**src/rtl/branch_if.sv**
```systemverilog
// Request/result handshake between the execute stage, branch_resolver and the PC-update logic.
// master = execute/PC side, slave = branch_resolver.
interface branch_if #(parameter int unsigned XLEN = 64);
    logic            valid_in;
    logic            ready_out;
    logic            is_branch;
    logic            is_jal;
    logic            is_jalr;
    logic [2:0]      funct3;
    logic [5:0]      flags;
    logic [XLEN-1:0] pc;
    logic [XLEN-1:0] imm;
    logic [XLEN-1:0] rs1;
    logic            valid_out;
    logic            ready_in;
    logic            taken;
    logic [XLEN-1:0] next_pc;
    logic [XLEN-1:0] link_pc;
    logic            misaligned;
    logic            illegal;
    logic            flush;

    modport master (
        output valid_in, is_branch, is_jal, is_jalr, funct3, flags, pc, imm, rs1, ready_in, flush,
        input  ready_out, valid_out, taken, next_pc, link_pc, misaligned, illegal
    );

    modport slave (
        input  valid_in, is_branch, is_jal, is_jalr, funct3, flags, pc, imm, rs1, ready_in, flush,
        output ready_out, valid_out, taken, next_pc, link_pc, misaligned, illegal
    );
endinterface

```
**src/rtl/branch_resolver.sv**
```systemverilog
// Multi-cycle branch/jump resolver: IDLE -> RESOLVE -> DONE with valid/ready result hand-off.
// Optional BRANCH_STATS_EN adds saturating resolved/taken counters.
module branch_resolver #(
    parameter int unsigned XLEN = 64
) (
    input  logic        clk,
    input  logic        rst_n,
    branch_if.slave     bus
`ifdef BRANCH_STATS_EN
    ,
    output logic [31:0] stat_resolved,
    output logic [31:0] stat_taken
`endif
);
    localparam int unsigned INSN_BYTES = 4;

    typedef enum logic [1:0] {
        IDLE    = 2'd0,
        RESOLVE = 2'd1,
        DONE    = 2'd2
    } state_t;

    state_t          state;
    logic            cap_branch;
    logic            cap_jal;
    logic            cap_jalr;
    logic [2:0]      cap_funct3;
    logic [5:0]      cap_flags;
    logic [XLEN-1:0] cap_pc;
    logic [XLEN-1:0] cap_imm;
    logic [XLEN-1:0] cap_rs1;

    logic            cond_c;
    logic            bad_f3_c;
    logic            illegal_c;
    logic            taken_c;
    logic [XLEN-1:0] sum_c;
    logic [XLEN-1:0] target_c;
    logic [XLEN-1:0] link_c;

    // Branch condition select; 010/011 are reserved encodings
    always_comb begin
        cond_c   = 1'b0;
        bad_f3_c = 1'b0;
        case (cap_funct3)
            3'b000:  cond_c = cap_flags[0];
            3'b001:  cond_c = cap_flags[1];
            3'b100:  cond_c = cap_flags[2];
            3'b101:  cond_c = cap_flags[3];
            3'b110:  cond_c = cap_flags[4];
            3'b111:  cond_c = cap_flags[5];
            default: bad_f3_c = 1'b1;
        endcase
    end

    // One shared adder: JALR adds to rs1, everything else to pc
    assign sum_c     = (cap_jalr ? cap_rs1 : cap_pc) + cap_imm;
    assign target_c  = {sum_c[XLEN-1:1], sum_c[0] & ~cap_jalr};
    assign link_c    = cap_pc + XLEN'(INSN_BYTES);
    assign illegal_c = (cap_branch & bad_f3_c) | ~(cap_branch | cap_jal | cap_jalr);
    assign taken_c   = cap_jal | cap_jalr | (cap_branch & cond_c);

    always_ff @(posedge clk) begin
        if (!rst_n) begin
            state          <= IDLE;
            bus.ready_out  <= 1'b0;
            bus.valid_out  <= 1'b0;
            bus.taken      <= 1'b0;
            bus.next_pc    <= '0;
            bus.link_pc    <= '0;
            bus.misaligned <= 1'b0;
            bus.illegal    <= 1'b0;
            cap_branch     <= 1'b0;
            cap_jal        <= 1'b0;
            cap_jalr       <= 1'b0;
            cap_funct3     <= '0;
            cap_flags      <= '0;
            cap_pc         <= '0;
            cap_imm        <= '0;
            cap_rs1        <= '0;
        end else if (bus.flush) begin
            // Flush beats a same-cycle request and drops whatever is in flight
            state         <= IDLE;
            bus.ready_out <= 1'b1;
            bus.valid_out <= 1'b0;
        end else begin
            case (state)
                IDLE: begin
                    bus.ready_out <= 1'b1;
                    if (bus.valid_in && bus.ready_out) begin
                        cap_branch    <= bus.is_branch;
                        cap_jal       <= bus.is_jal;
                        cap_jalr      <= bus.is_jalr;
                        cap_funct3    <= bus.funct3;
                        cap_flags     <= bus.flags;
                        cap_pc        <= bus.pc;
                        cap_imm       <= bus.imm;
                        cap_rs1       <= bus.rs1;
                        bus.ready_out <= 1'b0;
                        state         <= RESOLVE;
                    end
                end
                RESOLVE: begin
                    bus.taken      <= taken_c;
                    bus.next_pc    <= taken_c ? target_c : link_c;
                    bus.link_pc    <= link_c;
                    bus.misaligned <= taken_c & (target_c[1:0] != 2'b00);
                    bus.illegal    <= illegal_c;
                    bus.valid_out  <= 1'b1;
                    state          <= DONE;
                end
                DONE: begin
                    if (bus.ready_in) begin
                        bus.valid_out <= 1'b0;
                        bus.ready_out <= 1'b1;
                        state         <= IDLE;
                    end
                end
                default: begin
                    bus.valid_out <= 1'b0;
                    bus.ready_out <= 1'b0;
                    state         <= IDLE;
                end
            endcase
        end
    end

`ifdef BRANCH_STATS_EN
    logic hs_c;
    assign hs_c = bus.valid_out & bus.ready_in;

    // Saturating counters; flush does not touch them
    always_ff @(posedge clk) begin
        if (!rst_n) begin
            stat_resolved <= '0;
            stat_taken    <= '0;
        end else if (hs_c) begin
            if (stat_resolved != 32'hFFFF_FFFF) stat_resolved <= stat_resolved + 32'd1;
            if (bus.taken && (stat_taken != 32'hFFFF_FFFF)) stat_taken <= stat_taken + 32'd1;
        end
    end
`endif
endmodule
```
**src/flat_wrapper.sv**
```systemverilog
// flat-port wrapper written by rule: the top's interface ports become plain ports
module branch_resolver_flat 
#(
    parameter int unsigned XLEN = 64
)
  (clk, rst_n, bus_valid_in, bus_is_branch, bus_is_jal, bus_is_jalr, bus_funct3, bus_flags, bus_pc, bus_imm, bus_rs1, bus_ready_in, bus_flush, bus_ready_out, bus_valid_out, bus_taken, bus_next_pc, bus_link_pc, bus_misaligned, bus_illegal);
  branch_if #(.XLEN(XLEN)) bus_i ();
  input  logic clk;
  input  logic rst_n;
  input wire logic [$bits(bus_i.valid_in)-1:0] bus_valid_in;
  input wire logic [$bits(bus_i.is_branch)-1:0] bus_is_branch;
  input wire logic [$bits(bus_i.is_jal)-1:0] bus_is_jal;
  input wire logic [$bits(bus_i.is_jalr)-1:0] bus_is_jalr;
  input wire logic [$bits(bus_i.funct3)-1:0] bus_funct3;
  input wire logic [$bits(bus_i.flags)-1:0] bus_flags;
  input wire logic [$bits(bus_i.pc)-1:0] bus_pc;
  input wire logic [$bits(bus_i.imm)-1:0] bus_imm;
  input wire logic [$bits(bus_i.rs1)-1:0] bus_rs1;
  input wire logic [$bits(bus_i.ready_in)-1:0] bus_ready_in;
  input wire logic [$bits(bus_i.flush)-1:0] bus_flush;
  output wire logic [$bits(bus_i.ready_out)-1:0] bus_ready_out;
  output wire logic [$bits(bus_i.valid_out)-1:0] bus_valid_out;
  output wire logic [$bits(bus_i.taken)-1:0] bus_taken;
  output wire logic [$bits(bus_i.next_pc)-1:0] bus_next_pc;
  output wire logic [$bits(bus_i.link_pc)-1:0] bus_link_pc;
  output wire logic [$bits(bus_i.misaligned)-1:0] bus_misaligned;
  output wire logic [$bits(bus_i.illegal)-1:0] bus_illegal;
  assign bus_i.valid_in = bus_valid_in;
  assign bus_i.is_branch = bus_is_branch;
  assign bus_i.is_jal = bus_is_jal;
  assign bus_i.is_jalr = bus_is_jalr;
  assign bus_i.funct3 = bus_funct3;
  assign bus_i.flags = bus_flags;
  assign bus_i.pc = bus_pc;
  assign bus_i.imm = bus_imm;
  assign bus_i.rs1 = bus_rs1;
  assign bus_i.ready_in = bus_ready_in;
  assign bus_i.flush = bus_flush;
  assign bus_ready_out = bus_i.ready_out;
  assign bus_valid_out = bus_i.valid_out;
  assign bus_taken = bus_i.taken;
  assign bus_next_pc = bus_i.next_pc;
  assign bus_link_pc = bus_i.link_pc;
  assign bus_misaligned = bus_i.misaligned;
  assign bus_illegal = bus_i.illegal;
  branch_resolver #(.XLEN(XLEN)) u_core (.clk(clk), .rst_n(rst_n), .bus(bus_i));
endmodule
```
**config.mk**
```make
export PLATFORM = sky130hd
export DESIGN_NAME = branch_resolver_flat
export DESIGN_NICKNAME = d
export VERILOG_FILES = /design/src/rtl/branch_if.sv /design/src/rtl/branch_resolver.sv /design/src/flat_wrapper.sv
export SDC_FILE = /design/constraint.sdc
export NUM_CORES = 1
export LEC_CHECK = 0
export ABC_AREA = 1
export BUFFER_PORTS_ARGS = -buffer_cell sky130_fd_sc_hd__buf_2
export CAP_MARGIN = 10
export CORE_ASPECT_RATIO = 1.4
export CORE_MARGIN = 1.5
export CORE_UTILIZATION = 55
export CTS_CLUSTER_DIAMETER = 150
export DETAILED_ROUTE_END_ITERATION = 10
export GPL_TIMING_DRIVEN = 0
export MAX_ROUTING_LAYER = met4
export PLACE_DENSITY = 0.78
export SYNTH_ARGS = -nofsm -noshare
export SYNTH_HDL_FRONTEND = slang
export SYNTH_SLANG_ARGS = --single-unit
```
**constraint.sdc**
```tcl
create_clock -name clk -period 3.5 [get_ports clk]
set_input_delay 0 -clock clk [delete_from_list [all_inputs] [get_ports clk]]
set_output_delay 0 -clock clk [all_outputs]
set_load 0.01 [all_outputs]
```
==> impl_metrics.tcl, run 1 <==
set metrics [dict create \
    status "aborted with a tool error" \
    stop_stage "global routing (5_1_grt)" \
    tool.error "[ERROR GRT-0232] Routing congestion too high. Check the congestion heatmap in the GUI." \
    synth_edf_count 0 \
    cts_made_buffers 35 \
    root_buffer "clkbuf_16" \
    hpwlAfterDp_um 76500 \
    avgSynthCellArea_sq_um 6.33 \
    post-place-cells 3991 \
    grtUsageTotal_pct 69.1 \
    syn_inst 3187 \
    syn-num-nets 3461 \
    ys_seq_area_share_pct 33.6 \
    ios 342 \
    yosysUniqueCellTypes 49 \
    clock-sinks 339 \
    portBuffers 341 \
    die_w_um 165 \
    grt-worst-endpoint "u_core.bus.next_pc[51]$_SDFFE_PN0P_/D" \
    overflow 50 \
    synth_area_sq_um 20200 \
    async_flop_share_pct 0 \
    cts_max_level 2 \
    place_congestion 1.10 \
    clock_path_buffers 3 \
    die_y_um 230 \
    ys_ff_latch 339 \
    grt_max_degree 16 \
    initial_utilization_pct 56.1 \
    ys.warnings.count 0 \
    synthFlopType "dfxtp_1" \
    worst_path_end_type "sequential cell input" \
    fp-row-count 82 \
]
metrics by stage:
step | setup slack, ns | instance area [sq um]
after CTS | 0.0101 | 26000
after global placement | -1.89 | 22500
after floorplan | 0.808 | 20200
after detailed placement | -1.89 | 22500
cell usage after synthesis (all sizes together) (27+ instances only):
master	number	area (sq um)
nand2	769	2920
inv	540	2030
o21ai	389	1950
dfxtp	339	6790
a21oi	322	1620
nor2	223	912
nand3	170	896
clkbuf	100	375
ha	64	801
o211ai	49	368
nor3	43	240
xor2	43	377
o21bai	32	240
buf	27	136
cells by family after synthesis:
| family | count (synthesis) | synth area share, % |
|---|---|---|
| compound gates | 811 | 21.4 |
| xor+xnor | 48 | 2.08 |
| fa+ha+maj | 65 | 4.07 |
| buf+inv | 668 | 12.6 |
| flops | 339 | 33.6 |
| simple gates | 1256 | 26.3 |
routing by layer:
metal	GRT overflow	global-route usage, %
met4	17	69.6
met2	32	87.9
met5	-	-
met1	0	68.9
met3	1	43.3
timing repair:
item,in CTS
hold buffers,209
gates cloned,0
hold endpoints to repair,208
endpoints found under the setup margin,64
setup buffers,3
resized for setup,42
pin swaps,2
==> run 2, diff against run 1 <==
CORE_ASPECT_RATIO = default   (was 1.4)
CORE_UTILIZATION = 40   (was 55)
CTS_CLUSTER_DIAMETER = default   (was 150)
MAX_ROUTING_LAYER = default   (was met4)
PLACE_DENSITY = default   (was 0.78)
PLACE_DENSITY_LB_ADDON = 0.15   (was default)
==> run 2 against run 1 <==
Net effect:
- the run now ends clean
- area after synthesis is the same
- synthesized cell count is the same
==> impl_metrics.tcl, run 2 <==
set metrics [dict create \
    die_y_um 228 \
    fillers 5214 \
    post-place-cells 4200 \
    drv_cap 0 \
    grtUsageTotal_pct 36.2 \
    initial_utilization_pct 40.4 \
    leakagePower_nw 12.5 \
    synth-xor-area-share_pct 2.08 \
    critPathCaptureType "flop" \
    async_flop_share_pct 0 \
    ys_top_cells_by_count "761 x nand2_1, 535 x inv_1, 370 x o21ai_0" \
    synth_compound_area_share_pct 21.4 \
    synth_top_cell_by_area "dfxtp_1" \
    placed_area_sq_um 22700 \
    multi_input_area_sq_um 11000 \
    min_path_type "input pin to flop" \
    synthFlopType "dfxtp_1" \
    cts_max_level 2 \
    max_freq_mhz 291 \
    critPathKind "flop to flop" \
    combPwrFrac_pct 14.1 \
    synth_area_sq_um 20200 \
    status "completed" \
    setup_viol 0 \
    syn-num-nets 3461 \
    post_drt_via_cell_ratio 5.25 \
    routedWlPerCell_um 21.5 \
    r2r_cells 17 \
    overflow 0 \
    dr.pass1.iters 5 \
    postLayoutCoreUtil_pct 53.0 \
    synth_top_family_by_area "simple AND/OR/NAND/NOR gates" \
    min_path_cells 4 \
    mostFrequentLayoutCells "755 x nand2_1, 535 x inv_1, 358 x buf_2" \
    critPathArrivalTime_ns 3.96 \
    finalNetCount 4061 \
    ys_seq_area_share_pct 33.6 \
    switching_share_pct 27.7 \
    grt_pass1_vias 21795 \
    avgSynthCellArea_sq_um 6.33 \
    finalClockSkew_ns 0.0171 \
    ir_drop_uv 286 \
    hpwlAfterDp_um 77000 \
    synthSimpleGateAreaFrac_pct 26.3 \
    clock_latency_ns 0.59 \
    pwr-share-clk_pct 44.3 \
    grt_max_degree 14 \
    worstMarginPinSlew_ns 1.35 \
    start_kind "flop" \
    grt_pass1_wl_um 135000 \
    clock_path_buffers 3 \
    drcViolationCount 0 \
    path_clk_slew_ns 0.07 \
    die_w_um 228 \
    dp_slack_ns -0.960 \
    routed_wl_um 96600 \
    synth_edf_count 0 \
    fp-row-count 82 \
    netSwitchingPower_mw 2.77 \
    drt_iter0_drc 2291 \
    cts_made_buffers 39 \
    synth_area_leaders "dfxtp_1 34%, nand2_1 14%, inv_1 9.9%" \
    areaGrowthSynthToFinish_pct 31.2 \
    syn_inst 3187 \
    core_sq_um 50000 \
    seqCellArea_sq_um 6790 \
    vias 23564 \
    maxSlewViolCount 0 \
    synth.most_common_cell "nand2_1" \
    slew_headroom_pct 9.94 \
    power_density_nw_per_um2 377 \
    fin_crit_sh_pct 98.0 \
    ys_ff_latch 339 \
    dieArea_sq_um 51800 \
    ios 342 \
    ys.warnings.count 0 \
    setup_slack_ns 0.0687 \
    mostFrequentLayoutCell "nand2_1" \
    root_buffer "clkbuf_16" \
    muxShareOfSynthArea_pct 0 \
    fin_cells 4488 \
    path_max_fanout 10 \
    portBuffers 341 \
    drive_gt1_share_pct 14.3 \
    seq_power_share_pct 41.5 \
    ant_nets 0 \
    antenna_found_initial 4 \
    min_period_ns 3.43 \
    place_congestion 1.01 \
    synthAdderAreaFrac_pct 4.07 \
    hold_viol_final 0 \
    yosysUniqueCellTypes 49 \
    cts_tree "built" \
    clock-sinks 339 \
    internal-power_mw 7.22 \
    synth_top_area_share_pct 33.6 \
    worstPathRequired_ns 4.03 \
    fin_area_sq_um 26500 \
]
-- run 2: cell counts after synthesis --
Identical to the previous run, type by type.
-- run 2: cells by family (layout without fill, tap and decap cells) --
family	after synthesis	after routing
AND/OR/NAND/NOR	1256	1256
AO/OA/AOI/OAI	811	811
buffers and inverters	668	1296
flip-flops	339	339
adder cells (fa/ha/maj)	65	65
XOR/XNOR	48	48
other	0	1
-- run 2: what timing repair did --
action	in CTS	in global routing
resized for setup	39	75
hold endpoints to repair	208	0
hold buffers	209	0
setup endpoints to repair	59	35
pin swaps	5	9
cloned	0	0
buffers inserted	3	6
-- run 2: final cells by class --
type	instances	area share (%)
antenna	1	0.00945
buffer	127	2.05
clock buffer	53	4.30
clock inverter	16	0.912
inverter	541	7.67
multi-input combinational	2180	41.7
sequential	339	25.6
tap	672	3.17
timing repair buffer	559	14.6
-- run 2: path summary, 6_finish.rpt --
kind	startpoint	end	slack [ns]
worst max-delay path	u_core.cap_jalr	u_core.bus.next_pc[63]	0.07
worst min-delay path	bus_pc[2]	u_core.cap_pc[2]	0.22
worst max register to register	u_core.cap_jalr	u_core.bus.next_pc[63]	0.07
worst min register to register	u_core.cap_flags[4]	u_core.cap_flags[4]	0.44
-- run 2: metal layers --
layer	GRT usage (%)	routed length (um)
met5	0	28
met4	15.8	4210
met3	5.39	7550
met2	57.6	43200
met1	48.6	41600
-- run 2: through the flow --
step | hold slack, ns | total power [mW] | setup TNS (ns)
global route | 0.255 | 10.3 | -0.00358
finish | 0.220 | 9.99 | 0
floorplan | 0.0898 | 4.81 | 0
detailed placement | 0.225 | 5.37 | -33.26
CTS | 0.208 | 9.94 | -0.00638
global placement | 0.225 | 5.37 | -33.84
-- run 2: critical path: stages, from the launching register on --
cell and delay (ns):
dfxtp_2 0.37, buf_6 0.17, clkbuf_4 0.21, o21ai_0 0.65, ha_1 0.41, nand2_1 0.09, nand2_1 0.07, nand2_1 0.08
nand3_1 0.16, nand2_1 0.10, nand2_1 0.11, nand2_1 0.09, nand2_1 0.14, nand2_1 0.15, nand2_1 0.07, nand2_1 0.06
nand3_1 0.22, a21oi_2 0.21
-- run 2: power groups by stage --
stage | Combinational (mW) | Clock [mW] | Sequential [mW]
2_1_floorplan | 0.626 | 0 | 4.19
3_3_place_gp | 1.14 | 0 | 4.23
3_5_place_dp | 1.14 | 0 | 4.23
4_1_cts | 1.34 | 4.46 | 4.14
5_1_grt | 1.52 | 4.60 | 4.16
6_report | 1.41 | 4.43 | 4.15
Power figures use the tool's default switching activity.
